==> src/rtl/walksat_core.sv <==
// WalkSAT 3SAT engine: programmable clause store, parallel clause evaluation, LFSR-driven flips.
// Latency: start -> INIT -> EVAL; a satisfied formula reports done 3 cycles after start, each flip costs 3 cycles.
// Backpressure: none; cfg_we and start are ignored while busy, results hold in DONE until the next start.
module walksat_core #(
    parameter int          N         = 3,
    parameter int          M         = 4,
    parameter int          K         = 3,
    parameter int          MAX_FLIPS = 8,
    parameter int          MAX_TRIES = 4,
    parameter logic [31:0] SEED      = 32'h1,
    localparam int         VW        = (N > 1) ? $clog2(N) : 1,
    localparam int         LW        = VW + 1,
    localparam int         MW        = (M > 1) ? $clog2(M) : 1,
    localparam int         FW        = $clog2(MAX_FLIPS + 1),
    localparam int         TW        = $clog2(MAX_TRIES + 1)
) (
    input  logic          clk,
    input  logic          reset,
    input  logic          cfg_we,
    input  logic [MW-1:0] cfg_idx,
    input  logic          cfg_en,
    input  logic [K*LW-1:0] cfg_lits,
    input  logic          start,
    output logic          busy,
    output logic          done,
    output logic          sat,
    output logic [N-1:0]  values,
    output logic [FW-1:0] flip_count,
    output logic [TW-1:0] try_count
);

    localparam logic [31:0] SEED_EFF = (SEED == 32'h0) ? 32'h1 : SEED;
    localparam logic [31:0] TAPS     = 32'h8020_0003;

    typedef enum logic [2:0] {S_IDLE, S_INIT, S_EVAL, S_PICK, S_FLIP, S_DONE} state_t;

    state_t          state;
    logic [31:0]     lfsr;
    logic [31:0]     lfsr_next;
    logic [K*LW-1:0] clause_lits [M];
    logic [M-1:0]    clause_en;
    logic [M-1:0]    sat_now;
    logic [M-1:0]    sat_vec;
    logic            all_sat;
    logic            cfg_ok;
    logic [MW-1:0]   pick_idx;
    logic [MW-1:0]   pick_next;
    logic [K*LW-1:0] pick_lits;
    logic [2*M-1:0]  unsat_dbl;
    int              start_off;
    int              pick_pos;
    int              j_sel;
    logic            flip_ok;
    logic [VW-1:0]   flip_var;

    // A literal whose variable index is out of range is padding and reads as constant 0.
    function automatic logic lit_true(input logic [LW-1:0] lit, input logic [N-1:0] v);
        logic r;
        r = 1'b0;
        for (int b = 0; b < N; b++)
            if (int'(lit[VW-1:0]) == b) r = v[b] ^ lit[LW-1];
        return r;
    endfunction

    function automatic logic lit_valid(input logic [LW-1:0] lit);
        return int'(lit[VW-1:0]) < N;
    endfunction

    assign lfsr_next = {1'b0, lfsr[31:1]} ^ (lfsr[0] ? TAPS : 32'h0);
    assign cfg_ok    = cfg_we && (state == S_IDLE || state == S_DONE) && (int'(cfg_idx) < M);
    assign pick_lits = clause_lits[pick_idx];
    assign all_sat   = &sat_now;

    // Evaluate every clause in parallel; a disabled slot counts as satisfied.
    always_comb begin
        sat_now = '0;
        for (int c = 0; c < M; c++) begin
            sat_now[c] = ~clause_en[c];
            for (int j = 0; j < K; j++)
                if (lit_true(clause_lits[c][j*LW +: LW], values)) sat_now[c] = 1'b1;
        end
    end

    // Rotate-priority encoder: first unsatisfied clause at or after a random start slot.
    always_comb begin
        start_off = int'(lfsr[MW-1:0]) % M;
        unsat_dbl = {~sat_vec, ~sat_vec} >> start_off;
        pick_pos  = 0;
        for (int i = M - 1; i >= 0; i--)
            if (unsat_dbl[i]) pick_pos = i;
        pick_next = MW'((start_off + pick_pos) % M);
    end

    // Choose the variable to flip: random literal, falling back to the lowest valid one.
    always_comb begin
        j_sel    = int'(lfsr[1:0]) % K;
        flip_ok  = 1'b0;
        flip_var = '0;
        for (int j = K - 1; j >= 0; j--)
            if (lit_valid(pick_lits[j*LW +: LW])) begin
                flip_ok  = 1'b1;
                flip_var = pick_lits[j*LW +: VW];
            end
        for (int j = 0; j < K; j++)
            if (j == j_sel && lit_valid(pick_lits[j*LW +: LW])) flip_var = pick_lits[j*LW +: VW];
    end

    // Clause literal storage; contents are meaningless until the slot is enabled.
    always_ff @(posedge clk) begin
        if (cfg_ok) clause_lits[cfg_idx] <= cfg_lits;
    end

    // Search FSM, LFSR and clause enables.
    always_ff @(posedge clk) begin
        if (!reset) begin
            state      <= S_IDLE;
            busy       <= 1'b0;
            done       <= 1'b0;
            sat        <= 1'b0;
            values     <= '0;
            flip_count <= '0;
            try_count  <= '0;
            clause_en  <= '0;
            lfsr       <= SEED_EFF;
            sat_vec    <= '0;
            pick_idx   <= '0;
        end else begin
            lfsr <= lfsr_next;
            if (cfg_ok) clause_en[cfg_idx] <= cfg_en;
            case (state)
                S_IDLE, S_DONE: begin
                    if (start) begin
                        state      <= S_INIT;
                        busy       <= 1'b1;
                        done       <= 1'b0;
                        sat        <= 1'b0;
                        try_count  <= TW'(1);
                        flip_count <= '0;
                    end
                end
                S_INIT: begin
                    values     <= lfsr[N-1:0];
                    flip_count <= '0;
                    state      <= S_EVAL;
                end
                S_EVAL: begin
                    sat_vec <= sat_now;
                    if (all_sat) begin
                        state <= S_DONE;
                        sat   <= 1'b1;
                        done  <= 1'b1;
                        busy  <= 1'b0;
                    end else if (flip_count == FW'(MAX_FLIPS)) begin
                        if (try_count == TW'(MAX_TRIES)) begin
                            state <= S_DONE;
                            sat   <= 1'b0;
                            done  <= 1'b1;
                            busy  <= 1'b0;
                        end else begin
                            try_count <= try_count + TW'(1);
                            state     <= S_INIT;
                        end
                    end else begin
                        state <= S_PICK;
                    end
                end
                S_PICK: begin
                    pick_idx <= pick_next;
                    state    <= S_FLIP;
                end
                S_FLIP: begin
                    if (flip_ok) values <= values ^ (N'(1) << flip_var);
                    flip_count <= flip_count + FW'(1);
                    state      <= S_EVAL;
                end
                default: state <= S_IDLE;
            endcase
        end
    end

endmodule

==> config.mk <==
export PLATFORM = sky130hd
export DESIGN_NAME = walksat_core
export DESIGN_NICKNAME = d
export VERILOG_FILES = /design/src/rtl/walksat_core.sv
export SDC_FILE = /design/constraint.sdc
export NUM_CORES = 1
export LEC_CHECK = 0
export CORE_MARGIN = 4
export CORE_UTILIZATION = 30
export DETAILED_ROUTE_END_ITERATION = 10
export PLACE_DENSITY_LB_ADDON = 0.08
export SLEW_MARGIN = 20
export SYNTH_ARGS = -nofsm -noshare
export SYNTH_HDL_FRONTEND = slang
export SYNTH_SLANG_ARGS = --single-unit
==> constraint.sdc <==
create_clock -name clk -period 6.2 [get_ports clk]
set_input_delay 1.24 -clock clk [delete_from_list [all_inputs] [get_ports clk]]
set_output_delay 1.24 -clock clk [all_outputs]
set_load 0.02 [all_outputs]
### After elaboration in Yosys (flattened, before gate mapping)

Memories as Yosys holds them, arrays and structs flattened. A register that Yosys moved wholly into a read port is not among the register bits.
Cells that the tools add are included.
Widths: inputs -> output; s select.

| operators by class | value |
|---|---|
| add/sub/neg operators | 3 |
| div/mod/pow operators | 1 |
| magnitude comparators | 5 |
| eq/ne operators | 40 |
| shift-type cells | 2 |
| multiplexer cells | 94 |
| bitwise gates (word level) | 43 |
| reduce and logical (&&, ||, !) cells | 30 |

Operator list:

| operator | count |
|---|---|
| $mux 1 | 63 |
| $eq 2x2->1 const B | 24 |
| $xor 1x1->1 | 36 |
| $eq 2x32->1 const A | 1 |
| $eq 3x32->1 const A | 1 |
| $logic_not 32->1 | 1 |
| $mod 3x3->32 const B | 1 |
| $mux 32 | 1 |
| $xor 31x32->32 | 1 |
| $logic_not 2->1 | 12 |
| $mux 2 | 12 |
| $mux 3 | 8 |
| $pmux 3 s2 | 2 |
| $pmux 3 s4 | 1 |
| $pmux 4 s3 | 1 |
| $ne 2x2->1 const B | 5 |
| $eq 3x3->1 const B | 3 |
| $reduce_and 4->1 | 2 |
| $shr 8x2->4 | 1 |
| $eq 3x2->1 const B | 2 |
| $lt 2x2->1 const B | 3 |
| $ne 3x3->1 const B | 2 |
| $pmux 1 s2 | 3 |
| $logic_and 1x1->1 | 5 |
| other kinds (21) | 27 |

| storage, ports and cells | value |
|---|---|
| flip-flop bits (word level) | 58 |
| RAM bits | 36 |
| input port bits | 16 |
| output and inout port bits | 13 |
| logic and storage cells | 230 |
| memories | 1 |

Memories:

| name | depth | width | read ports | clocked after memory_dff | write ports | line | text |
|---|---|---|---|---|---|---|---|
| clause_lits | 4 | 9 | 5 | 1 | 1 | 40 | `logic [K*LW-1:0] clause_lits [M];` |

### Longest topological paths before layout

Gate-level depths: netlist of run 1.

| depth | value |
|---|---|
| word-level depth | 11 |
| gate-level depth with buffers | 10 |
| depth with buffers taken out | 9 |

### Worst setup path after synthesis of run 1

No wires, ideal clock.

| timing path | value |
|---|---|
| kind | input to register |
| start point | in cfg_we |
| end point | reg clause_en[2] |
| setup time | 0.128 ns |
| arrival time | 2.478 ns |
| required time | 6.072 ns |
| setup slack | 3.595 ns |
| cell stages on the path | 4 |
| path buffers | 0 |
| cell sequence | nand2_1 nor3b_1 mux2i_1 nor2_1 |

| on the way | value |
|---|---|
| word-level cells in the longest chain between the ends | 1 |

RTL lines:

| element | line | text |
|---|---|---|
| start: declaration | 19 | `input logic cfg_we,` |
| $logic_and 1x1->1 | 70 | `assign cfg_ok = cfg_we && (state == S_IDLE \|\| state == S_DONE) && (int'(cfg_idx) < M);` |
| end signal: indexed assignment | 129 | `if (cfg_ok) clause_en[cfg_idx] <= cfg_en;` |
| end: declaration | 41 | `logic [M-1:0] clause_en;` |

Every way passes these cells.
A chain may end at the register's enable or synchronous reset.

### Worst setup path after layout of run 1

| timing path | value |
|---|---|
| start point | reg values[1] |
| end point | out values[1] |

RTL lines:

| element | line | text |
|---|---|---|
| start: declaration | 27 | `output logic [N-1:0] values,` |
| start signal: assignment | 142 | `values <= lfsr[N-1:0];` |
| start signal: assignment | 172 | `if (flip_ok) values <= values ^ (N'(1) << flip_var);` |

No word-level cell between the ends.

==> impl.org, run 1 <==
** Logic synthesis
- Share of the synthesized area in the top cell type :: 27.8%
- Post-synthesis register bit count :: 96
- Synthesis produced a netlist with a net count of ~430.
- Post-synthesis cell type count :: 65
- The share of the Yosys chip area taken by registers is approximately 53%.
- Fraction of registers with async set/reset :: 0%
- The Yosys step of the flow raised 0 warnings.
- For this run, the leading register cell type out of synthesis is dfxtp_1.
- Post-synthesis cell type with the largest combined area :: dfxtp_1
- Count of mapped cells out of synthesis :: roughly 400
- In the post-synthesis netlist, the biggest area contributors are dfxtp_1 28%, edfxtp_1 25%, mux2i_1 5.1%.
- Average footprint of a synthesized cell :: between 10 and 15 um^2
- Number of flops mapped to enable cells by yosys :: 36
- Summing every instance area after synthesis gives between 4000 and 5000 um^2.

** GRT
- Initial antenna violation count :: 0
- Global-route wire length before repair :: roughly 16,000 um
- Global routing finished with a remaining overflow of 0.
- Entering global routing, the biggest net connects between 40 and 50 pins.
- The via count of the first global-routing pass was a little under 3,000.
- In the global route stage, overall resource usage came out at between 10% and 20%.

** Detailed routing
- Antenna-violating nets left :: 0
- For this run, the detailed router's first-pass iteration total came to 4.
- After detailed routing, the number of remaining DRC violations is 0.
- Detailed Route WL :: ~10000 um
- The detailed router placed around 3,000 vias in this run.
- DR iter-0 viols :: approximately 220
- After detailed routing, the number of vias per cell comes to around 5.
- Average wire length per cell after detail routing :: between 15 and 20 um

** Die
- Effective utilization at floorplan :: a little under a third
- After floorplanning, the core was divided into between 40 and 50 placement rows.
- Die Ht :: about 130 um
- In this run the horizontal extent of the chip is 128 um.
- Core area :: 14,000 um^2
- The die covers between 15,000 and 20,000 um^2.
- During I/O placement, the number of pins put on the boundary was 29.

** STA
- Final worst clock skew :: between 8 and 9 ps
- For the final routed database, the setup TNS stands at 0 ps.
- At the pin with the least slew margin, the transition time is 798 ps.
- Based on the critical path, the design can be clocked at up to roughly 0.31 GHz.
- Setup violations remaining at the end of the flow were counted as 0.
- Setup repair after global routing left no endpoint under its margin.
- Final period demand of the worst path :: ~3200 ps
- The final-report hold violation count was 0.
- After layout, the worst path uses 51.2% of the clock period.
- Final count of pins violating max slew :: 0
- Headroom to the max-slew limit came out at about 47%.
- Hold timing on the final database bottoms out at a slack of roughly 430 ps.

** CTS
- CTS tree :: done
- Counting the buffers created by CTS gives 9.
- Post-CTS repair timing setup buffer count :: 0
- Total number of H-tree levels :: 3
- Clock latency on the worst-skew pair, taken at its later pin, is 350 ps.
- Quantity of hold-fixing buffers added after cts :: 0
- After clock tree synthesis, the clock-pin slew on the worst setup and hold paths is about 70 ps.
- Max Root-Sink Buffers :: 2
- Number of gates resized after CTS :: 0
- Root buffer cell :: clkbuf_16
- For this design, the sink count on the clock tree is 96.

** Setup path
- Traced cell by cell, the critical path runs through clkdlybuf4s50_1.
- On the critical path, the stage with the largest delay is an instance of dfxtp_1.
- For the worst setup path, the data required time is ~5000 ps.
- Critical setup path kind :: reg -> out
- Counting both buffers and inverters, the worst setup path holds a total of 1.
- Sort of element at the start of the critical path :: flop
- On the worst path, the slowest cell contributes a delay of 840 ps.
- Data on the critical path arrives at its endpoint at roughly 1900 ps.
- Critical Path Fanout Max :: 17
- Endpoint type of the worst setup path :: primary output
- Crit-path leading delay family :: flip-flops

** Status
- The run finished with clean final reports.

** Min path
- The worst hold path belongs to the class reg -> reg.

** Placement
- Count of port buffers added during placement :: 28
- Routability-driven placement finished with a final weighted congestion of about 0.80.
- In this run the cell area measured after placement is 4760 um^2.
- The HPWL after detailed placement is between 7000 and 8000 um.

** Run
- Count of maximum capacitance violations :: 0

** Layout
- Number of nets in the layout :: between 400 and 500
- Most common cell after layout, fill and taps aside :: dfxtp_1
- The area growth from synthesis to layout is 17.4%.
- Cells with a size suffix above 1 make up 8.80% of the layout.
- Leading cell types in the layout, fill and taps excluded :: 60 x dfxtp_1, 38 x nor2_1, 36 x edfxtp_1
- The number of antenna diodes in the final layout is 0.
- Final instance area :: just over 5000 um^2

** Power and ir drop
- Leakage power summed over all cells :: ~1.8 nW
- Dividing total power by cell area gives a power density of between 200 and 300 nW/um^2.
- VDD sags by at most about 0.00012 V.
-- cells in the mapped netlist (2+ instances only) --
cell type / number
ha_1: 7
edfxtp_1: 36
clkbuf_1: 13
or3_1: 6
o31a_1: 3
nand3b_1: 8
mux2i_1: 22
buf_6: 2
o21bai_1: 2
xnor2_1: 8
xor2_1: 6
a31oi_1: 7
o21ai_1: 2
dfxtp_1: 60
a21oi_1: 12
inv_1: 22
a21boi_1: 2
nand2b_1: 5
and2_1: 28
a21oi_2: 2
and3_1: 2
o21ai_0: 7
nor4_1: 2
nand3_1: 10
o2111ai_1: 3
a211oi_1: 4
nor2b_1: 2
nor3b_1: 7
nor3_1: 10
o221ai_1: 2
nand2_1: 21
buf_2: 5
mux4_2: 4
nor2_1: 38
o22ai_1: 4
-- registers in the layout, summed over array words and instances (netlist names), named ones only --
name         cells
clause_lits     36
try_count        3
flip_count       4
values           3
state            3
lfsr            32
done             1
pick_idx         2
clause_en        4
sat              1
busy             1
sat_vec          4
-- cells by family after synthesis --
group                      Yosys count  share of synthesized area (%)
AOI/OAI and AO/OA                   65                           10.7
DFF                                 96                           52.9
xor gates and xnor gates            14                           2.84
and+or+nand+nor                    151                           19.2
buffers and inverters               42                           4.14
adders and majority gates            7                           2.03
muxes                               29                           8.32
-- final cells by class --
type	instances	area, um^2
Sequential cell	96	2280
Inverter	22	82.6
Clock inverter	6	71.3
Fill cell	1393	8920
Timing Repair Buffer	32	310
Clock buffer	10	239
Multi-Input combinational cell	266	1860
Tap cell	180	225
-- stage by stage --
stage | utilization (%) | setup WS [ps] | power (mW) | std cells
2_1_floorplan | - | 3590 | 0.829 | 404
3_3_place_gp | 34.0 | 3120 | 0.886 | 596
3_5_place_dp | 34.0 | 3070 | 0.887 | 596
4_1_cts | 36.2 | 2990 | 1.47 | 612
5_1_grt | 36.2 | 2940 | 1.52 | 612
6_report | 36.2 | 3020 | 1.45 | 612
-- path summary, 6_finish.rpt --
kind	startpoint	end	slack, ps	cells past startpoint
setup / recovery	values[1]	values[1]	3020	1
hold / removal	lfsr[14]	lfsr[13]	430	1
setup reg to reg	values[1]	state[1]	3590	7
hold reg to reg	lfsr[14]	lfsr[13]	430	1
-- power by group --
group          total, mW  internal, mW  switching (mW)
sequential         0.715         0.680          0.0358
combinational      0.156        0.0713          0.0843
clock              0.579         0.329           0.250
total               1.45          1.08           0.370
-- per-layer routing --
metal,track usage (%),share of wire (%)
met5,0,0
met3,2.71,3.5
met2,19.7,45
met4,5.56,1.9
met1,17.2,49
Note: power is estimated with default switching activity, not from simulation.
==> inputs of run 2 (changes only) <==
==> constraint.sdc (replaced) <==
create_clock -name clk -period 3.2 [get_ports clk]
set_input_delay 0.64 -clock clk [delete_from_list [all_inputs] [get_ports clk]]
set_output_delay 0.64 -clock clk [all_outputs]
set_load 0.02 [all_outputs]
==> run 2 against run 1 <==
Effect of this change:
- core utilization barely moved
- hold slack improved by 0.57 ps
- global-route usage rose by 0.48 points
- non-clock buffer count rose by 1
- critical endpoint unchanged
- largest cell class unchanged
- largest power group unchanged
==> impl.org, run 2 (synthesis gave the netlist of run 1 again) <==
** Status
- The flow ran to the end, and the final reports show no timing, DRC or antenna violations.

** GRT
- The via count of the first global-routing pass is between 3,000 and 4,000.
- Pin count of the biggest net entering global routing :: 41
- The first global-routing pass estimated ~16,000 um of wire.
- Routing usage on met1 :: around 17%
- Met2 usage in global routing :: 20.9%
- Across every metal layer, demand over resource in global routing totals 13.2%.
- For met3 alone, demand over resource in global routing was 2.38%.
- The total overflow left after global routing is 0.
- met2 is the most crowded layer.
- The number of antenna violations at the first check in global routing is 0.

** STA
- Setup repair after global routing left no endpoint under its margin.
- Final period demand of the worst path :: between 2000 and 3000 ps
- Accumulated negative setup slack :: 0 ps
- In this run the tightest slew margin relative to its limit is 54.6%.
- Dividing the final minimum period by the clock period gives between 70% and 80%.
- Based on the critical path, the design can be clocked at up to 0.394 GHz.
- The final-report hold violation count came to 0.
- The max-slew violation count was 0.
- Setup violations remaining at the end of the flow were counted as 0.
- Clock skew on the completed layout was measured at 9.41 ps.
- At the pin with the least slew margin, the transition time is 680 ps.
- Setup slack closes at 665 ps.

** Power and ir drop
- Max VDD drop :: approximately 0.00022 V
- Proportion of power drawn by flip-flops and latches :: between 50% and 60%
- Net switching power figure :: approximately 0.76 mW
- Relative contribution of the clock network to total power :: between 30% and 40%
- Summing internal, switching and leakage power gives 2.77 mW.
- Share of total power consumed by net switching :: roughly 27%
- Leakage power summed over all cells :: 1.82 nW
- Combinational logic burns between 10 and 15% of the power.
- Power per standard cell area :: 547 nW/um^2
- Cell-internal power :: around 2.0 mW

** CTS
- Number of gates resized after CTS :: 0
- The clock reaches the later pin of the worst-skew pair after about 360 ps.
- Max Root-Sink Buffers :: 2
- Root buffer cell :: clkbuf_16
- Total number of H-tree levels :: 3
- TritonCTS built the clock tree.
- Count of clock tree sinks :: 96
- Post-CTS repair timing setup buffer count :: 0
- Number of buffers created by CTS :: 9
- Clock-pin slew was measured on the worst setup and hold paths at about 80 ps.
- In this run, post-CTS hold repair placed 0 buffers.

** Layout
- The register with the most flip-flops in the layout has 36 of them.
- Number of nets in the layout :: 451
- The register with the most flip-flops in the final layout is clause_lits.
- Ant. Diodes :: 0
- The library cell used most frequently in the layout, excluding fill and tap cells, is dfxtp_1.
- Final instance area :: approximately 5100 um^2
- The top cell types in the final layout, fill and taps aside, are 60 x dfxtp_1, 38 x nor2_1, 36 x edfxtp_1.
- In the final layout, the share of cells above drive strength 1 is 9.01%.
- The area growth from synthesis to layout is 17.2%.
- In the final layout, the registers with the most flip-flops are clause_lits: 36 flops, lfsr: 32 flops.

** Setup path
- STA puts the critical path data arrival time at around 1900 ps.
- Worst-path cell with the longest stage delay :: clkdlybuf4s50_1
- Critical setup path kind :: reg -> out
- The signal on the critical path passes through clkdlybuf4s50_1.
- In this design, the largest share of critical-path delay is due to buffers and inverters.
- STA classifies the critical path startpoint as a flop.
- The number of buffers and inverters on the critical path is 1.
- The largest single stage delay on the critical path is 770 ps.
- The worst setup path is captured at a primary output.
- Critical Path Fanout Max :: 17
- Data required time at the worst endpoint :: 2560 ps

** Detailed routing
- Detailed-route DRC error count :: 0
- In this run, the number of DRC markers left after iteration 0 of detailed routing was 112.
- Average wire length per cell after detail routing :: approximately 17 um
- In the routed layout, each cell is associated on average with a via count of ~4.9.
- Length of the first detailed-routing pass in iterations :: 4
- Across all layers, the routed design uses between 3,000 and 4,000 vias.
- Antenna-violating nets left :: 0
- The final layout contains routed wiring with a total length of 10,200 um.

** Die
- Measured along the y axis, the die boundary spans roughly 130 um.
- Number of placement rows :: 43
- Total Die Area :: approximately 16,000 um^2
- The floorplan step set the die width to 128 um.
- Number of top-level pins :: 29
- Core area :: 14,000 um^2
- Effective utilization at floorplan :: between 30% and 40%

** Placement
- Once placement finished, the instance area stood at roughly 4800 um^2.
- After legalization and detailed placement, the total HPWL measured around 7300 um.
- Worst slack, placed :: 836 ps
- Count of port buffers added during placement :: 28
- At the end of routability-driven placement, the weighted congestion stood at 0.784.

** Min path
- Path category of the worst min-delay check :: reg -> reg

** Run
- Count of maximum capacitance violations :: 0
-- run 2: cell types whose count changed in the layout (fill, tap and decap cells not counted) --
cell / delta
clkbuf_8: -1
bufinv_16: -1
buf_4: +1
clkinv_4: -1
clkinv_8: +1
inv_8: +2
-- run 2: routing by layer --
layer | up-vias | part of all wire [%]
met5 | - | 0
met3 | 18 | 2.8
met4 | 0 | 2.6
met1 | 1476 | 48
met2 | 40 | 46
li1 | 1486 | -
-- run 2: area by class of cell --
class / count / area (um^2)
clock inverter: 7 / 71.3
sequential: 96 / 2280
inverter: 22 / 82.6
fill: 1415 / 8930
tap: 180 / 225
timing repair buffer: 33 / 318
clock buffer: 9 / 225
multi-input combinational: 266 / 1860
-- run 2: path summary, 6_finish.rpt --
kind | start | to | slack, ps | depth (start not counted)
max | values[1] | values[1] | 660 | 1
min | lfsr[9] | lfsr[8] | 430 | 1
max reg2reg | values[1] | state[1] | 820 | 7
min reg2reg | lfsr[9] | lfsr[8] | 430 | 1
-- run 2: per-stage QoR --
step	utilization, %	std cells	hold slack, ps
finish	36.2	613	431
global route	36.2	613	445
CTS	36.2	613	437
detailed placement	34.1	597	419
global placement	34.1	597	409
floorplan	-	404	406
-- run 2: power groups by stage --
stage / clock (mW) / combinational, mW / sequential (mW)
after floorplan: 0 / 0.228 / 1.38
after global placement: 0 / 0.307 / 1.41
after detailed placement: 0 / 0.308 / 1.41
after CTS: 1.12 / 0.312 / 1.38
after global routing: 1.16 / 0.343 / 1.39
final: 1.08 / 0.306 / 1.38
==> patch 1: new RTL, settings of run 1 <==
Re-encode `state_t` (6 states) as Gray code, 3 bits wide.
--- a/src/rtl/walksat_core.sv
+++ b/src/rtl/walksat_core.sv
@@ -33,5 +33,5 @@
     localparam logic [31:0] TAPS     = 32'h8020_0003;
 
-    typedef enum logic [2:0] {S_IDLE, S_INIT, S_EVAL, S_PICK, S_FLIP, S_DONE} state_t;
+    typedef enum logic [2:0] {S_IDLE = 3'b000, S_INIT = 3'b001, S_EVAL = 3'b011, S_PICK = 3'b010, S_FLIP = 3'b110, S_DONE = 3'b111} state_t;
 
     state_t          state;
Check against the original RTL: same outputs for any inputs over 4 cycles, from zero or initial values and one cycle with reset low; so few cycles prove little.
==> patch 1 against run 1 <==
Hold slack better by 0.0032 ns. Routed wire length increased by 0.51%. Utilization decreased by 0.29 points. Sequential cell count did not move. Clock power is 5.0% lower. Die area is 0.89% higher. Fmax shrank 2.2%. Worst setup slack worse by 0.073 ns. Design area shrank 0.42%. Total power grew 1.4%. Synthesized area grew 0.96%. Via count fell by 2.4%. Critical path depth is the same. Combinational power is 24% higher. Critical path type unchanged. Critical endpoint is now values[2]. Largest cell class unchanged.
==> patch 1: results (changes against run 1) <==
stage	metric	value	unit	change
hold_path	Worst Hold Endpoint	lfsr[6]		
placed_design	Place WS	3.098	ns	+0.02670 ns
critical_path	Crit Reg-Reg Startpoint	values[0]		
placed_design	post-DP HPWL	7.276	mm	+3.3%
clock_network	H-tree depth	3		unchanged
synthesis	Synthesized Nets	423		-0.94%
synthesis	yosys warns	0		unchanged
global_routing	initial antenna violation count	0		unchanged
final_layout	filler instances	1371		-1.6%
critical_path	crit path from	values[2]		
final_layout	Multi-input gate area	1889	µm²	+1.8%
critical_path	max incr delay on CP	0.90	ns	+0.06 ns
route	met2 WL	4.970	mm	+10%
placed_design	Port Buf Inserts	28		unchanged
global_routing	met1 Usage GRT	16.05	%	-1.2 points
global_routing	vias in the first global route	2852		-2.3%
route	Vias/cell	4.853		-1.1%
route	DR WL met3	260	µm	-26%
route	WL final	10.04	mm	+0.51%
hold_path	hold path cells	1		unchanged
placed_design	post-placement cell area	4748	µm²	-0.18%
synthesis	Yosys cell types	56		-14%
route	Metal-1 WL	4.716	mm	-4.4%
clock_network	Root Buffer	clkbuf_16		
placed_design	Inst Count DP	588		-1.3%
sta	relative slew slack	34.80	%	-12 points
synthesis	top post-synthesis cells by area	dfxtp_1 (28%), edfxtp_1 (25%), xor2_1 (5.0%)		
critical_path	slowest stage cell, crit path	dfxtp_1		
route	DR WL/cell	16.63	µm	+1.8%
global_routing	first-pass GRT wire length	15.91	mm	about the same
global_routing	M3 GR Usage	3.653	%	+0.94 points
route	DRT iter0 DRCs	157		-27%
clock_network	# resized after CTS	0		unchanged
sta	worst hold margin	0.4336	ns	+0.003214 ns
critical_path	Reg2Reg Depth	7		unchanged
final_layout	layout cells sized above 1	7.783	%	-1.0 points
global_routing	met2 usage	21.61	%	+1.9 points
clock_network	clock transition at the registers of the reported paths	0.07	ns	about the same
hold_path	Hold Startpoint	lfsr[7]		
clock_network	CTS Buffer Depth	2		unchanged
synthesis	Async SR Flop Fraction	0	%	unchanged
synthesis	Post-synth top cells	dfxtp_1 (60), nor2_1 (38), edfxtp_1 (36)		
critical_path	FF-to-FF setup slack	3.56	ns	-0.03 ns
critical_path	critical path peak fanout	15		-2
hold_path	Tightest Hold Check Type	reg -> reg		
global_routing	pin count of the biggest net entering global routing	43		+2.4%
placed_design	RD Place Congestion	0.7522		-5.8%
critical_path	R2R Path End	try_count[1]		
route	DR pass1 iterations	4		unchanged
synthesis	Post-Synthesis Cells	399		-1.2%
sta	clk_skew	0.007809	ns	-0.001147 ns
power	Sw Ratio	28.10	%	+2.6 points
power	Static Leak	1.836	nW	+0.77%
status	outcome	complete, no violations		
global_routing	gr usage total	12.74	%	about the same
final_layout	Final nets	443		-1.6%
synthesis	Seq/Total Area, Yosys	52.35	%	-0.50 points
power	Max VDD drop	146.0	µV	+27%
==> patch 1: cell types whose count changed after synthesis, moves of 6 or more <==
| cell | delta |
|---|---|
| a31oi_1 | -6 |
| inv_1 | -11 |
| nor3b_1 | -6 |
| xnor2_1 | -6 |
| xor2_1 | +19 |
==> patch 1: cells by family (layout without fill, tap and decap cells) <==
| family | Yosys count | in the layout | share of synthesized area [%] |
|---|---|---|---|
| buf+inv | 36 | 61 | 4.305 |
| mux | 26 | 26 | 7.692 |
| fa+ha+maj | 8 | 8 | 2.296 |
| compound gates | 69 | 69 | 11.57 |
| xor+xnor | 27 | 27 | 5.425 |
| simple gates | 137 | 137 | 16.36 |
| flops | 96 | 96 | 52.35 |
==> patch 1: worst max-delay path by stage <==
| stage | slack (ns) | depth (start not counted) | end |
|---|---|---|---|
| 2_1_floorplan | 3.52 | 4 | clause_en[0] |
| 3_3_place_gp | 3.12 | 6 | clause_en[2] |
| 3_5_place_dp | 3.10 | 6 | clause_en[2] |
| 4_1_cts | 2.93 | 1 | values[2] |
| 5_1_grt | 2.85 | 1 | values[2] |
| 6_report | 2.95 | 1 | values[2] |
==> patch 1: cell type report <==
type | instances | area share [%]
Clock inverter | 7 | 1.438
Multi-Input combinational cell | 267 | 37.44
Timing Repair Buffer | 30 | 5.852
Tap cell | 180 | 4.463
Sequential cell | 96 | 45.23
Clock buffer | 9 | 4.463
Inverter | 15 | 1.116
==> patch 1: power groups by stage <==
stage	logic (mW)	registers, mW	clock network [mW]
3_5_place_dp	0.195	0.742	0
2_1_floorplan	0.155	0.718	0
6_report	0.193	0.726	0.550
5_1_grt	0.214	0.733	0.604
3_3_place_gp	0.193	0.742	0
4_1_cts	0.196	0.728	0.572
==> patch 2: new RTL, config.mk and constraints of run 1 <==
Without the edit above. Set the parameter `MAX_TRIES` to 2 (it was 4).
--- a/src/rtl/walksat_core.sv
+++ b/src/rtl/walksat_core.sv
@@ -7,5 +7,5 @@
     parameter int          K         = 3,
     parameter int          MAX_FLIPS = 8,
-    parameter int          MAX_TRIES = 4,
+    parameter int          MAX_TRIES = 2,
     parameter logic [31:0] SEED      = 32'h1,
     localparam int         VW        = (N > 1) ? $clog2(N) : 1,
Ports: changed (resized try_count); port bits go from 29 to 28. The function was not compared with the original's and may differ.
==> patch 2 against run 1 <==
Total power down 6.3%. Non-clock buffer count is 3 lower. Fmax rose by 3.5%. Worst setup slack gained 0.11 ns. Routed wire length rose by 0.23%. Sequential cell count decreased by 1. Global-route usage grew 0.11 points. Design area is 0.25% lower. Utilization shrank 0.23 points. Synthesized area up 0.93%. Critical path type unchanged.
==> patch 2: results (changes against run 1) <==
stage	metric	value	unit	change
status	outcome	complete, no violations		
route	Metal-1 WL	4.726	mm	-4.2%
final_layout	layout cells sized above 1	8.019	%	-0.78 points
synthesis	Seq/Total Area, Yosys	51.91	%	-0.94 points
global_routing	M3 GR Usage	4.151	%	+1.4 points
critical_path	critical path peak fanout	15		-2
critical_path	FF-to-FF setup slack	3.57	ns	-0.02 ns
final_layout	Final nets	441		-2.0%
sta	clk_skew	0.007218	ns	-0.001738 ns
final_layout	multi-input combinational area share	38.56	%	+1.9 points
route	DR WL met3	362	µm	+2.5%
final_layout	Non-CTS buffers	29		-9.4%
synthesis	Synthesized Nets	422		-1.2%
placed_design	Port Buf Inserts	27		-3.6%
route	met2 WL	4.839	mm	+7.2%
route	DR WL/cell	16.58	µm	+1.6%
power	Max VDD drop	196.4	µV	+70%
final_layout	filler instances	1373		-1.4%
placed_design	post-placement cell area	4770	µm²	+0.26%
hold_path	Hold Startpoint	lfsr[10]		
synthesis	Post-synth top cells	dfxtp_1 (59), and2_1 (37), edfxtp_1 (36)		
final_layout	Non-clock buffer share	5.644	%	-0.48 points
final_layout	Seq Cell Count	95		-1.0%
placed_design	RD Place Congestion	0.7839		-1.8%
critical_path	max incr delay on CP	0.75	ns	-0.09 ns
final_layout	Non-Clock Inverter Count	12		-45%
final_layout	clk tree area frac	5.644	%	-0.48 points
global_routing	gr usage total	12.85	%	+0.11 points
power	Static Leak	1.830	nW	+0.44%
final_layout	#MultiIn Comb	272		+2.3%
route	routed vias	2974		-0.93%
global_routing	vias in the first global route	2860		-2.0%
placed_design	Place WS	3.183	ns	+0.1111 ns
synthesis	Avg Inst Size Synth	10.89	µm²	+1.9%
final_layout	post-layout util	36.00	%	-0.23 points
power	switching pwr	0.3326	mW	-10%
global_routing	pin count of the biggest net entering global routing	63		+50%
-- patch 2: worst max-delay path by stage --
| stage | start | slack [ns] | cells past startpoint | end |
|---|---|---|---|---|
| floorplan | cfg_we | 3.48 | 4 | clause_en[0] |
| detailed placement | cfg_we | 3.18 | 4 | clause_lits[2][6] |
| global placement | cfg_we | 3.14 | 4 | clause_lits[2][6] |
| finish | values[1] | 3.13 | 1 | values[1] |
| global route | values[1] | 3.06 | 1 | values[1] |
| CTS | values[1] | 3.11 | 1 | values[1] |
-- patch 2: per-stage QoR --
stage / hold WS [ns] / instances
floorplan: 0.4057 / 400
finish: 0.4251 / 604
detailed placement: 0.4189 / 588
CTS: 0.4275 / 604
global route: 0.4502 / 604
global placement: 0.4089 / 588
-- patch 2: power groups by stage --
| stage | registers [mW] | clock network, mW | logic, mW |
|---|---|---|---|
| final | 0.702 | 0.525 | 0.131 |
| after global routing | 0.707 | 0.576 | 0.148 |
| after floorplan | 0.700 | 0 | 0.100 |
| after detailed placement | 0.717 | 0 | 0.133 |
| after CTS | 0.703 | 0.547 | 0.133 |
| after global placement | 0.718 | 0 | 0.131 |
-- patch 2: cell families (layout without fill, tap and decap cells) --
| group | after synthesis | in the layout | share of synthesized area, % |
|---|---|---|---|
| DFF | 95 | 95 | 51.91 |
| adders and majority gates | 6 | 6 | 1.723 |
| xor gates and xnor gates | 18 | 18 | 3.618 |
| muxes | 25 | 25 | 7.522 |
| and+or+nand+nor | 149 | 149 | 20.13 |
| buffers and inverters | 33 | 57 | 3.359 |
| AOI/OAI and AO/OA | 74 | 74 | 11.74 |
